==> src/rtl/add8u_meter_pkg.sv <==
// Shared definitions for the add8u approximate-adder error meter.
//   meter_state_e : controller states (IDLE / RUN / DRAIN / DONE)
//   DEF_*         : default parameter values used by the meter modules
//   sat_add       : saturating add shared by the unsigned accumulators and
//                   the optional signed bias accumulator (ERR_METER_BIAS_EN)
package add8u_meter_pkg;

  localparam int unsigned DEF_WIDTH       = 8;
  localparam int unsigned DEF_NUM_SAMPLES = 65536;
  localparam int unsigned DEF_ACC_W       = 40;

  // Working width of sat_add; accumulator widths up to SAT_W-2 are exact.
  localparam int unsigned SAT_W = 64;

  typedef enum logic [1:0] {
    ST_IDLE,
    ST_RUN,
    ST_DRAIN,
    ST_DONE
  } meter_state_e;

  // Adds inc to acc and clamps to the range of a w-bit accumulator.
  // Unsigned operands must be zero-extended, signed ones sign-extended.
  function automatic logic [SAT_W-1:0] sat_add(
    input logic [SAT_W-1:0] acc,
    input logic [SAT_W-1:0] inc,
    input int unsigned      w,
    input logic             is_signed
  );
    logic signed [SAT_W-1:0] sum;
    logic signed [SAT_W-1:0] hi;
    logic signed [SAT_W-1:0] lo;
    sum = $signed(acc) + $signed(inc);
    if (is_signed) begin
      hi = (SAT_W'(1) << (w - 1)) - SAT_W'(1);
      lo = -hi - SAT_W'(1);
      if (sum > hi) begin
        sum = hi;
      end else if (sum < lo) begin
        sum = lo;
      end
    end else begin
      hi = (SAT_W'(1) << w) - SAT_W'(1);
      if (sum > hi) begin
        sum = hi;
      end
    end
    return sum;
  endfunction

endpackage

==> src/rtl/add8u_err_stage.sv <==
// Stage 1 of the error meter: recomputes the exact sum of the operands and
// registers the absolute error of the approximate output against it.
//   clk, rst_n   : clock, synchronous active-low reset
//   flush        : discards the sample being captured this cycle
//   in_fire      : a sample is transferred this cycle
//   in_a, in_b   : adder operands
//   in_o         : approximate adder output
//   out_valid    : registered sample valid
//   out_abs_err  : registered |in_o - (in_a + in_b)|
//   out_err_neg  : registered sign of the error (only with ERR_METER_BIAS_EN)
module add8u_err_stage
  import add8u_meter_pkg::*;
#(
  parameter int unsigned WIDTH = DEF_WIDTH
) (
  input  logic             clk,
  input  logic             rst_n,
  input  logic             flush,
  input  logic             in_fire,
  input  logic [WIDTH-1:0] in_a,
  input  logic [WIDTH-1:0] in_b,
  input  logic [WIDTH:0]   in_o,
  output logic             out_valid,
  output logic [WIDTH:0]   out_abs_err
`ifdef ERR_METER_BIAS_EN
  ,
  output logic             out_err_neg
`endif
);

  logic [WIDTH:0]          exact;
  logic signed [WIDTH+1:0] diff;
  logic signed [WIDTH+1:0] neg_diff;

  logic           valid_d,   valid_q;
  logic [WIDTH:0] abs_err_d, abs_err_q;
  logic           err_neg_d, err_neg_q;

  always_comb begin
    exact     = {1'b0, in_a} + {1'b0, in_b};
    diff      = $signed({1'b0, in_o}) - $signed({1'b0, exact});
    neg_diff  = -diff;
    valid_d   = in_fire && !flush;
    err_neg_d = diff[WIDTH+1];
    abs_err_d = err_neg_d ? neg_diff[WIDTH:0] : diff[WIDTH:0];
  end

  always_ff @(posedge clk) begin
    if (!rst_n) begin
      valid_q   <= 1'b0;
      abs_err_q <= '0;
      err_neg_q <= 1'b0;
    end else begin
      valid_q   <= valid_d;
      abs_err_q <= abs_err_d;
      err_neg_q <= err_neg_d;
    end
  end

  assign out_valid   = valid_q;
  assign out_abs_err = abs_err_q;
`ifdef ERR_METER_BIAS_EN
  assign out_err_neg = err_neg_q;
`endif

endmodule

==> src/rtl/add8u_err_meter.sv <==
// Streaming error meter for WIDTH-bit unsigned approximate adders.
// Accepts (a, b, o) samples over valid/ready, and accumulates the error
// count, sum of |error|, sum of error^2 and worst-case |error| over a run of
// NUM_SAMPLES samples. Optional macro ERR_METER_BIAS_EN adds a signed
// sum-of-error output sum_bias.
//   clk, rst_n          : clock, synchronous active-low reset
//   start / clear       : begin a run (IDLE/DONE) / abort and zero results
//   in_valid / in_ready : sample handshake
//   in_a, in_b, in_o    : operands and approximate sum
//   busy / done         : run in progress / results final
//   n_samples, err_cnt  : accumulated samples / samples with nonzero error
//   sum_abs, sum_sq     : saturating sums of |err| and err^2
//   wce                 : worst-case |err|
//   sum_bias            : saturating signed sum of err (ERR_METER_BIAS_EN)
module add8u_err_meter
  import add8u_meter_pkg::*;
#(
  parameter int unsigned WIDTH       = DEF_WIDTH,
  parameter int unsigned NUM_SAMPLES = DEF_NUM_SAMPLES,
  parameter int unsigned ACC_W       = DEF_ACC_W,
  parameter int unsigned CNT_W       = 2 * WIDTH + 1
) (
  input  logic              clk,
  input  logic              rst_n,
  input  logic              start,
  input  logic              clear,
  input  logic              in_valid,
  output logic              in_ready,
  input  logic [WIDTH-1:0]  in_a,
  input  logic [WIDTH-1:0]  in_b,
  input  logic [WIDTH:0]    in_o,
  output logic              busy,
  output logic              done,
  output logic [CNT_W-1:0]  n_samples,
  output logic [CNT_W-1:0]  err_cnt,
  output logic [ACC_W-1:0]  sum_abs,
  output logic [ACC_W-1:0]  sum_sq,
  output logic [WIDTH:0]    wce
`ifdef ERR_METER_BIAS_EN
  ,
  output logic signed [ACC_W-1:0] sum_bias
`endif
);

  localparam int unsigned      SQ_W  = 2 * WIDTH + 2;
  localparam logic [CNT_W-1:0] NUM_C = CNT_W'(NUM_SAMPLES);

  meter_state_e state_d, state_q;

  logic             s1_valid;
  logic [WIDTH:0]   s1_abs_err;
  logic             fire;
  logic             restart;
  logic [SQ_W-1:0]  sq;
  logic [SAT_W-1:0] sat_abs;
  logic [SAT_W-1:0] sat_sq;

  logic [CNT_W-1:0] acc_cnt_d,   acc_cnt_q;
  logic [CNT_W-1:0] n_samples_d, n_samples_q;
  logic [CNT_W-1:0] err_cnt_d,   err_cnt_q;
  logic [ACC_W-1:0] sum_abs_d,   sum_abs_q;
  logic [ACC_W-1:0] sum_sq_d,    sum_sq_q;
  logic [WIDTH:0]   wce_d,       wce_q;

`ifdef ERR_METER_BIAS_EN
  logic                    s1_err_neg;
  logic [SAT_W-1:0]        bias_inc;
  logic [SAT_W-1:0]        sat_bias;
  logic signed [ACC_W-1:0] sum_bias_d, sum_bias_q;
`endif

  add8u_err_stage #(
    .WIDTH(WIDTH)
  ) u_stage (
    .clk        (clk),
    .rst_n      (rst_n),
    .flush      (clear),
    .in_fire    (fire),
    .in_a       (in_a),
    .in_b       (in_b),
    .in_o       (in_o),
    .out_valid  (s1_valid),
    .out_abs_err(s1_abs_err)
`ifdef ERR_METER_BIAS_EN
    ,
    .out_err_neg(s1_err_neg)
`endif
  );

  // State register
  always_ff @(posedge clk) begin
    if (!rst_n) begin
      state_q <= ST_IDLE;
    end else begin
      state_q <= state_d;
    end
  end

  // Next state; clear overrides everything, start only acts from IDLE/DONE
  always_comb begin
    state_d = state_q;
    if (clear) begin
      state_d = ST_IDLE;
    end else begin
      case (state_q)
        ST_IDLE, ST_DONE: if (start) state_d = ST_RUN;
        ST_RUN:           if (acc_cnt_q == NUM_C) state_d = ST_DRAIN;
        ST_DRAIN:         if (!s1_valid) state_d = ST_DONE;
        default:          state_d = ST_IDLE;
      endcase
    end
  end

  // FSM outputs
  always_comb begin
    in_ready = (state_q == ST_RUN) && (acc_cnt_q < NUM_C);
    busy     = (state_q == ST_RUN) || (state_q == ST_DRAIN);
    done     = (state_q == ST_DONE);
  end

  // Stage 2: accumulators
  always_comb begin
    fire        = in_valid && in_ready;
    restart     = start && !clear && ((state_q == ST_IDLE) || (state_q == ST_DONE));
    acc_cnt_d   = acc_cnt_q;
    n_samples_d = n_samples_q;
    err_cnt_d   = err_cnt_q;
    sum_abs_d   = sum_abs_q;
    sum_sq_d    = sum_sq_q;
    wce_d       = wce_q;
    sq          = SQ_W'(s1_abs_err) * SQ_W'(s1_abs_err);
    sat_abs     = sat_add(SAT_W'(sum_abs_q), SAT_W'(s1_abs_err), ACC_W, 1'b0);
    sat_sq      = sat_add(SAT_W'(sum_sq_q), SAT_W'(sq), ACC_W, 1'b0);
`ifdef ERR_METER_BIAS_EN
    bias_inc    = s1_err_neg ? -SAT_W'(s1_abs_err) : SAT_W'(s1_abs_err);
    sat_bias    = sat_add(SAT_W'(sum_bias_q), bias_inc, ACC_W, 1'b1);
    sum_bias_d  = sum_bias_q;
`endif
    if (clear || restart) begin
      acc_cnt_d   = '0;
      n_samples_d = '0;
      err_cnt_d   = '0;
      sum_abs_d   = '0;
      sum_sq_d    = '0;
      wce_d       = '0;
`ifdef ERR_METER_BIAS_EN
      sum_bias_d  = '0;
`endif
    end else begin
      if (fire) begin
        acc_cnt_d = acc_cnt_q + CNT_W'(1);
      end
      if (s1_valid) begin
        n_samples_d = n_samples_q + CNT_W'(1);
        if (s1_abs_err != '0) begin
          err_cnt_d = err_cnt_q + CNT_W'(1);
        end
        sum_abs_d = sat_abs[ACC_W-1:0];
        sum_sq_d  = sat_sq[ACC_W-1:0];
        if (s1_abs_err > wce_q) begin
          wce_d = s1_abs_err;
        end
`ifdef ERR_METER_BIAS_EN
        sum_bias_d = sat_bias[ACC_W-1:0];
`endif
      end
    end
  end

  always_ff @(posedge clk) begin
    if (!rst_n) begin
      acc_cnt_q   <= '0;
      n_samples_q <= '0;
      err_cnt_q   <= '0;
      sum_abs_q   <= '0;
      sum_sq_q    <= '0;
      wce_q       <= '0;
`ifdef ERR_METER_BIAS_EN
      sum_bias_q  <= '0;
`endif
    end else begin
      acc_cnt_q   <= acc_cnt_d;
      n_samples_q <= n_samples_d;
      err_cnt_q   <= err_cnt_d;
      sum_abs_q   <= sum_abs_d;
      sum_sq_q    <= sum_sq_d;
      wce_q       <= wce_d;
`ifdef ERR_METER_BIAS_EN
      sum_bias_q  <= sum_bias_d;
`endif
    end
  end

  assign n_samples = n_samples_q;
  assign err_cnt   = err_cnt_q;
  assign sum_abs   = sum_abs_q;
  assign sum_sq    = sum_sq_q;
  assign wce       = wce_q;
`ifdef ERR_METER_BIAS_EN
  assign sum_bias  = sum_bias_q;
`endif

endmodule

==> config.mk <==
export PLATFORM = sky130hd
export DESIGN_NAME = add8u_err_meter
export DESIGN_NICKNAME = d
export VERILOG_FILES = /design/src/rtl/add8u_meter_pkg.sv /design/src/rtl/add8u_err_stage.sv /design/src/rtl/add8u_err_meter.sv
export SDC_FILE = /design/constraint.sdc
export NUM_CORES = 1
export LEC_CHECK = 0
export BUFFER_PORTS_ARGS = -buffer_cell sky130_fd_sc_hd__buf_2
export CAP_MARGIN = 20
export CORE_MARGIN = 1
export CORE_UTILIZATION = 40
export CTS_CLUSTER_SIZE = 12
export DETAILED_ROUTE_END_ITERATION = 8
export PLACE_DENSITY = 0.62
export SLEW_MARGIN = 30
export SYNTH_ARGS = -nofsm -noshare
export SYNTH_HDL_FRONTEND = slang
export SYNTH_SLANG_ARGS = --single-unit
==> constraint.sdc <==
create_clock -name clk -period 11.1 [get_ports clk]
set_input_delay 1.11 -clock clk [delete_from_list [all_inputs] [get_ports clk]]
set_output_delay 1.11 -clock clk [all_outputs]
set_load 0.1 [all_outputs]
Word-level counts from Yosys, hierarchy flattened
Cells that the tools add are included.

storage, ports and cells
  register bits = 152
  input port bits = 30
  output and inout port bits = 126
  word-level logic and storage cells = 54

cells by class
  $add $sub $neg = 8
  $mul = 1
  $lt $le $gt $ge = 4
  eq/ne operators = 7
  multiplexer cells = 7
  bitwise gates (word level) = 1
  reduce and logical (&&, ||, !) cells = 17

operators by type and width
  cell                                                                     number
  41-bit by 40-bit > comparator with 1-bit output (second input constant)  2
  40-bit 2-to-1 mux                                                        2
  17-bit by 1-bit adder with 17-bit output (second input constant)         3
  40-bit by 18-bit adder with 41-bit output                                1
  40-bit by 9-bit adder with 41-bit output                                 1
  9-bit by 9-bit multiplier with 18-bit output                             1
  17-bit equality test (second input constant)                             1
  17-bit less-than comparator (second input constant)                      1
  9-bit by 9-bit subtractor with 10-bit output                             1
  8-bit by 8-bit adder with 9-bit output                                   1
  9-bit > comparator                                                       1
  9-bit 2-to-1 mux                                                         1
  9-bit negation                                                           1
  9-bit nonzero test                                                       1
  2-bit 2-to-1 mux                                                         3
  2-bit != test (second input constant)                                    3
  2-bit case mux with 3 select lines                                       1
  2-bit OR reduction                                                       3
  1-bit logical AND                                                        5
  2-bit equality test (second input constant)                              2
  2-bit AND reduction                                                      2
  1-bit logical OR                                                         3
  3-bit AND reduction                                                      1
  2-bit by 1-bit equality test with 1-bit output (second input constant)   1
  other kinds (3)                                                          3

Logic depth before layout (Yosys ltp)
  depth after elaboration = 5
  gate-level depth with buffers = 23
  depth with buffers taken out = 21

Cells and area by module
A second synthesis with hierarchy kept.

unflattened totals
  cells, all modules = 1293
  area total of the unflattened synthesis = 11069.4 sq um

modules (own cells, without submodules)
  module           instances  cells an instance  area an instance (sq um)  sequential area each (sq um)
  add8u_err_meter  1          1162               9938.3                    2842.7
  add8u_err_stage  1          131                1131.1                    200.2

Worst setup path after synthesis
No wires, ideal clock.

  path kind = reg2reg
  start point = reg u_stage.abs_err_q[1], in the netlist u_stage.out_abs_err[1]
  end point = reg sum_sq_q[30], in the netlist sum_sq[30]
  setup time = 0.116 ns
  data arrival time = 5.698 ns
  data required time = 10.984 ns
  slack = 5.285 ns
  cell stages (with the launch flop) = 22
  buffers on the path = 2
  period minus slack after synthesis = 5.815 ns
  cell sequence = dfxtp_1 > clkbuf_1 > and2_1 > inv_1 > fa_1 > inv_1 > fa_1 > inv_1 > fa_1 > inv_1 > fa_1 > inv_1 > fa_1 > inv_1 > ha_1 > a211o_1 > o211a_1 > o31ai_2 > a21boi_0 > buf_2 > o21a_1 > o21a_1

on the way
  longest elaborated chain between the ends = 4

RTL lines
  what                                             RTL line                source
  from (decl)                                      add8u_err_stage.sv:36   logic [WIDTH:0] abs_err_d, abs_err_q;
  from (signal assigned)                           add8u_err_stage.sv:55   abs_err_q <= abs_err_d;
  9-bit by 9-bit multiplier with 18-bit output *   add8u_err_meter.sv:131  sq = SQ_W'(s1_abs_err) * SQ_W'(s1_abs_err);
  40-bit by 18-bit adder with 41-bit output *      add8u_meter_pkg.sv:33   sum = $signed(acc) + $signed(inc);
  41-bit by 40-bit > comparator with 1-bit output  add8u_meter_pkg.sv:44   if (sum > hi) begin
  40-bit 2-to-1 mux *                              add8u_meter_pkg.sv:44
  to (signal assigned)                             add8u_err_meter.sv:186  sum_sq_q <= sum_sq_d;
  to (decl)                                        add8u_err_meter.sv:62   logic [ACC_W-1:0] sum_sq_d, sum_sq_q;

Mark *: on every way between the ends. The rest lies on a longest branch, timed or not.
A chain may end at the register's enable or synchronous reset.

Final worst setup path
Same ends and word-level chain as after synthesis.

==> impl_summary.log <==
[metrics] violations in the final reports: design-rule violations
[metrics] ordered list of cells on the worst path: and2_1 > inv_1 > fa_1 > inv_1 > fa_1 > inv_1 > fa_1 > inv_1 > fa_1 > inv_1 > fa_1 > inv_1 > ha_1 > a211o_1 > o211a_1 > o31ai_2 > a21boi_1 > o21a_1 > o21a_1
[metrics] TNS Setup: 0 ps
[metrics] DIE WIDTH: about 170 µm
[metrics] final setup fails: 0
[metrics] async set-or-reset flop fraction in the synthesized netlist: 0%
[metrics] DRT Pass-1 Iters: 7
[metrics] total number of yosys warnings: 0
[metrics] wire length of the first global-routing pass: approximately 46,000 µm
[metrics] global-route usage over all layers: between 20% and 30%
[metrics] unrepaired setup endpoints after global routing: no
[metrics] category of the most critical setup path: flip-flop to flip-flop
[metrics] total power per unit cell area: approximately 150 mW/mm²
[metrics] weighted congestion reported at the end of routability-driven placement: approximately 0.89
[metrics] Post-CTS Setup Repair Bufs: 0
[metrics] cell type with the largest total area after synthesis: sky130_fd_sc_hd__dfxtp_1
[metrics] average cell area after synthesis: about 8.4 µm²
[metrics] buffer cell driving the clock tree root: sky130_fd_sc_hd__clkbuf_16
[metrics] Final Max Tran Viols: 0
[metrics] VDD IR-drop max: 0.00007455 V
[metrics] area added between synthesis and finish: 15.67%
[metrics] final-layout worst hold slack: between 400 and 500 ps
[metrics] CTS buffer count: 17
[metrics] Total Wirelength: around 28,000 µm
[metrics] leading cell type in the layout, fill and taps excluded: sky130_fd_sc_hd__inv_1
[metrics] cts repair resizes: 0
[metrics] most used cell, CP: sky130_fd_sc_hd__inv_1
[metrics] post-synthesis cell area: 0.01076 mm²
[metrics] aggregate global routing overflow: 0
[metrics] slowest stage cell on the critical path: sky130_fd_sc_hd__dfxtp_1
[metrics] Slew headroom: 43.55%
[metrics] Crit path arrival time: 6600 ps
[metrics] library cells used by synthesis: 75
[metrics] leak pwr: around 5.5 nW
[metrics] Antenna Diode Count: 0
[metrics] DRC violation count after routing: 8
[metrics] initial antenna violation count: 0
[metrics] path type of the worst min-delay path: flip-flop to flip-flop
[metrics] gate count of the mapped netlist: 1,282
[metrics] core box area: about 0.026 mm²
[metrics] final critical delay including setup and external delays: 6277 ps
[metrics] Synth Register Bits: ~150
[metrics] full die area: between 0.02 and 0.03 mm²
[metrics] IO Count: roughly 160
[metrics] Post-Syn Nets: roughly 1,400
[metrics] part of the Yosys area used for sequential elements: roughly 28%
[metrics] Req. time, crit path: 11,420 ps
[metrics] drt wl/cell: 15.76 µm
[metrics] count of routing violations after the opening detailed-route iteration: approximately 500
[metrics] pin count of the biggest net entering global routing: 75
[metrics] ANT nets after route: 0
[metrics] leading cell types by total area after synthesis: sky130_fd_sc_hd__dfxtp_1 (28%), sky130_fd_sc_hd__fa_1 (10%), sky130_fd_sc_hd__ha_1 (9.7%)
[metrics] number of enable-type register cells in the synthesized netlist: 0
[metrics] post-CTS clock slew at the launch and capture registers of the worst setup and hold paths: 60 ps
[metrics] outcome: complete, but fails checks
[metrics] highest fanout seen on the critical path: 15
[metrics] leading register cell type out of synthesis: sky130_fd_sc_hd__dfxtp_1
[metrics] commonest non-fill, non-tap cells in the layout: sky130_fd_sc_hd__inv_1 (157), sky130_fd_sc_hd__buf_2 (155), sky130_fd_sc_hd__dfxtp_1 (151)
[metrics] stage delay of the slowest cell on the critical path: around 620 ps
[metrics] number of nets at the end of the flow: around 1,600
[metrics] H-tree lvl count: 4
[metrics] crit path capture type: flip-flop
[metrics] Vias: around 9,500
[metrics] number of core rows: around 60
[metrics] via density per instance: approximately 5.4
[metrics] launching element type of the critical path: flip-flop
[metrics] CTS Hold Bufs: 0
[metrics] slew of the pin with the lowest slew margin: roughly 840 ps
[metrics] worst-case clock buffer depth: 2
[metrics] clock tree skew after final layout: between 15 and 20 ps
[metrics] vertical die dimension: between 150 and 200 µm
[metrics] max-cap viol count: 0
[metrics] fraction of layout instances using a drive strength above 1: 15.27%
[metrics] number of global-route vias before repair: just over 9,000
[metrics] period utilisation layout: 56.55%
[metrics] IO buf count: between 150 and 200
[metrics] final core utilization: about 48%
[metrics] top achievable clock speed: around 160 MHz
[metrics] total power: roughly 0.0019 W
[metrics] count of endpoints failing hold in the final timing report: 0
[metrics] clock tree from TritonCTS: done
[metrics] TritonCTS Sinks: 152
[metrics] clock latency on the worst-skew pair: about 430 ps
[metrics] initial standard-cell utilization of the core: around two fifths
[metrics] area share of the largest cell type after synthesis: 28.28%
[metrics] HPWL reported at the end of detailed placement: slightly above 20,000 µm
==> layer usage <==
layer | part of all wire, % | track usage, %
met1 | 46 | 25.83
met2 | 47 | 33.76
met3 | 5.2 | 4.576
met4 | 1.6 | 5.201
met5 | 0 | 0
==> cell usage after synthesis, types with 16 or more instances <==
| cell type | n |
|---|---|
| sky130_fd_sc_hd__clkbuf_1 | 37 |
| sky130_fd_sc_hd__ha_1 | 83 |
| sky130_fd_sc_hd__xnor2_1 | 27 |
| sky130_fd_sc_hd__a21o_1 | 16 |
| sky130_fd_sc_hd__nand2_1 | 76 |
| sky130_fd_sc_hd__a211oi_1 | 18 |
| sky130_fd_sc_hd__a31oi_1 | 26 |
| sky130_fd_sc_hd__a311oi_1 | 17 |
| sky130_fd_sc_hd__a21oi_1 | 79 |
| sky130_fd_sc_hd__fa_1 | 54 |
| sky130_fd_sc_hd__nor2_1 | 98 |
| sky130_fd_sc_hd__nand3_1 | 39 |
| sky130_fd_sc_hd__nand4_1 | 21 |
| sky130_fd_sc_hd__and4_1 | 19 |
| sky130_fd_sc_hd__o21a_1 | 18 |
| sky130_fd_sc_hd__and3_1 | 19 |
| sky130_fd_sc_hd__and2_1 | 31 |
| sky130_fd_sc_hd__inv_1 | 157 |
| sky130_fd_sc_hd__dfxtp_1 | 152 |
| sky130_fd_sc_hd__nor3_1 | 33 |
| sky130_fd_sc_hd__o21ai_0 | 73 |
| sky130_fd_sc_hd__xor2_1 | 40 |
==> state kept, by name, summed over array words and instances, names as in the netlist <==
register	count
sum_abs	40
sum_sq	40
acc_cnt_q	17
err_cnt	17
n_samples	17
u_stage.out_abs_err	9
wce	9
state_q	2
u_stage.out_valid	1
==> through the flow <==
step	instances	setup WS [ps]	cell area [µm²]
floorplan	1282	5285	10760
global placement	1732	4714	11820
detailed placement	1732	4809	11830
CTS	1763	4782	12440
global route	1763	4413	12450
finish	1763	4823	12450
==> logic make-up (layout without fill, tap and decap cells) <==
group | Yosys count | count (layout) | synth area share [%]
xor+xnor | 67 | 67 | 5.453
flops | 152 | 152 | 28.28
simple gates | 399 | 399 | 19.35
mux | 7 | 7 | 0.6511
fa+ha+maj | 137 | 137 | 19.70
buf+inv | 202 | 348 | 7.197
compound gates | 318 | 318 | 19.38
==> worst paths after layout <==
kind / startpoint / endpoint / slack, ps / cells after the start
worst max register to register: u_stage.out_abs_err[1] / sum_sq[30] / 4820 / 19
worst min register to register: wce[1] / wce[1] / 490 / 2
worst max-delay path: u_stage.out_abs_err[1] / sum_sq[30] / 4820 / 19
worst min-delay path: wce[1] / wce[1] / 490 / 2
==> final cells by class <==
class	instances	area (µm²)
Multi-Input combinational cell	928	6965
Tap cell	335	419.2
Clock buffer	19	452.9
Timing Repair Buffer	160	813.3
Inverter	157	589.3
Fill cell	2514	13760
Clock inverter	12	163.9
Sequential cell	152	3044
==> report_power, final <==
group	switching [W]	total [W]	internal, W
registers	0.0000374	0.000593	0.000556
clock network	0.000252	0.000621	0.000369
logic	0.000388	0.000657	0.000269
total	0.000678	0.00187	0.00119
==> worst max-delay path, delay by kind of cell, from the launching register on <==
| kind | cells | cell delay, ps |
|---|---|---|
| AOI/OAI and AO/OA | 6 | 2030 |
| adders and majority gates | 6 | 2930 |
| buffers and inverters | 6 | 340 |
| DFF | 1 | 620 |
| and+or+nand+nor | 1 | 260 |
Power figures use the tool's default switching activity.
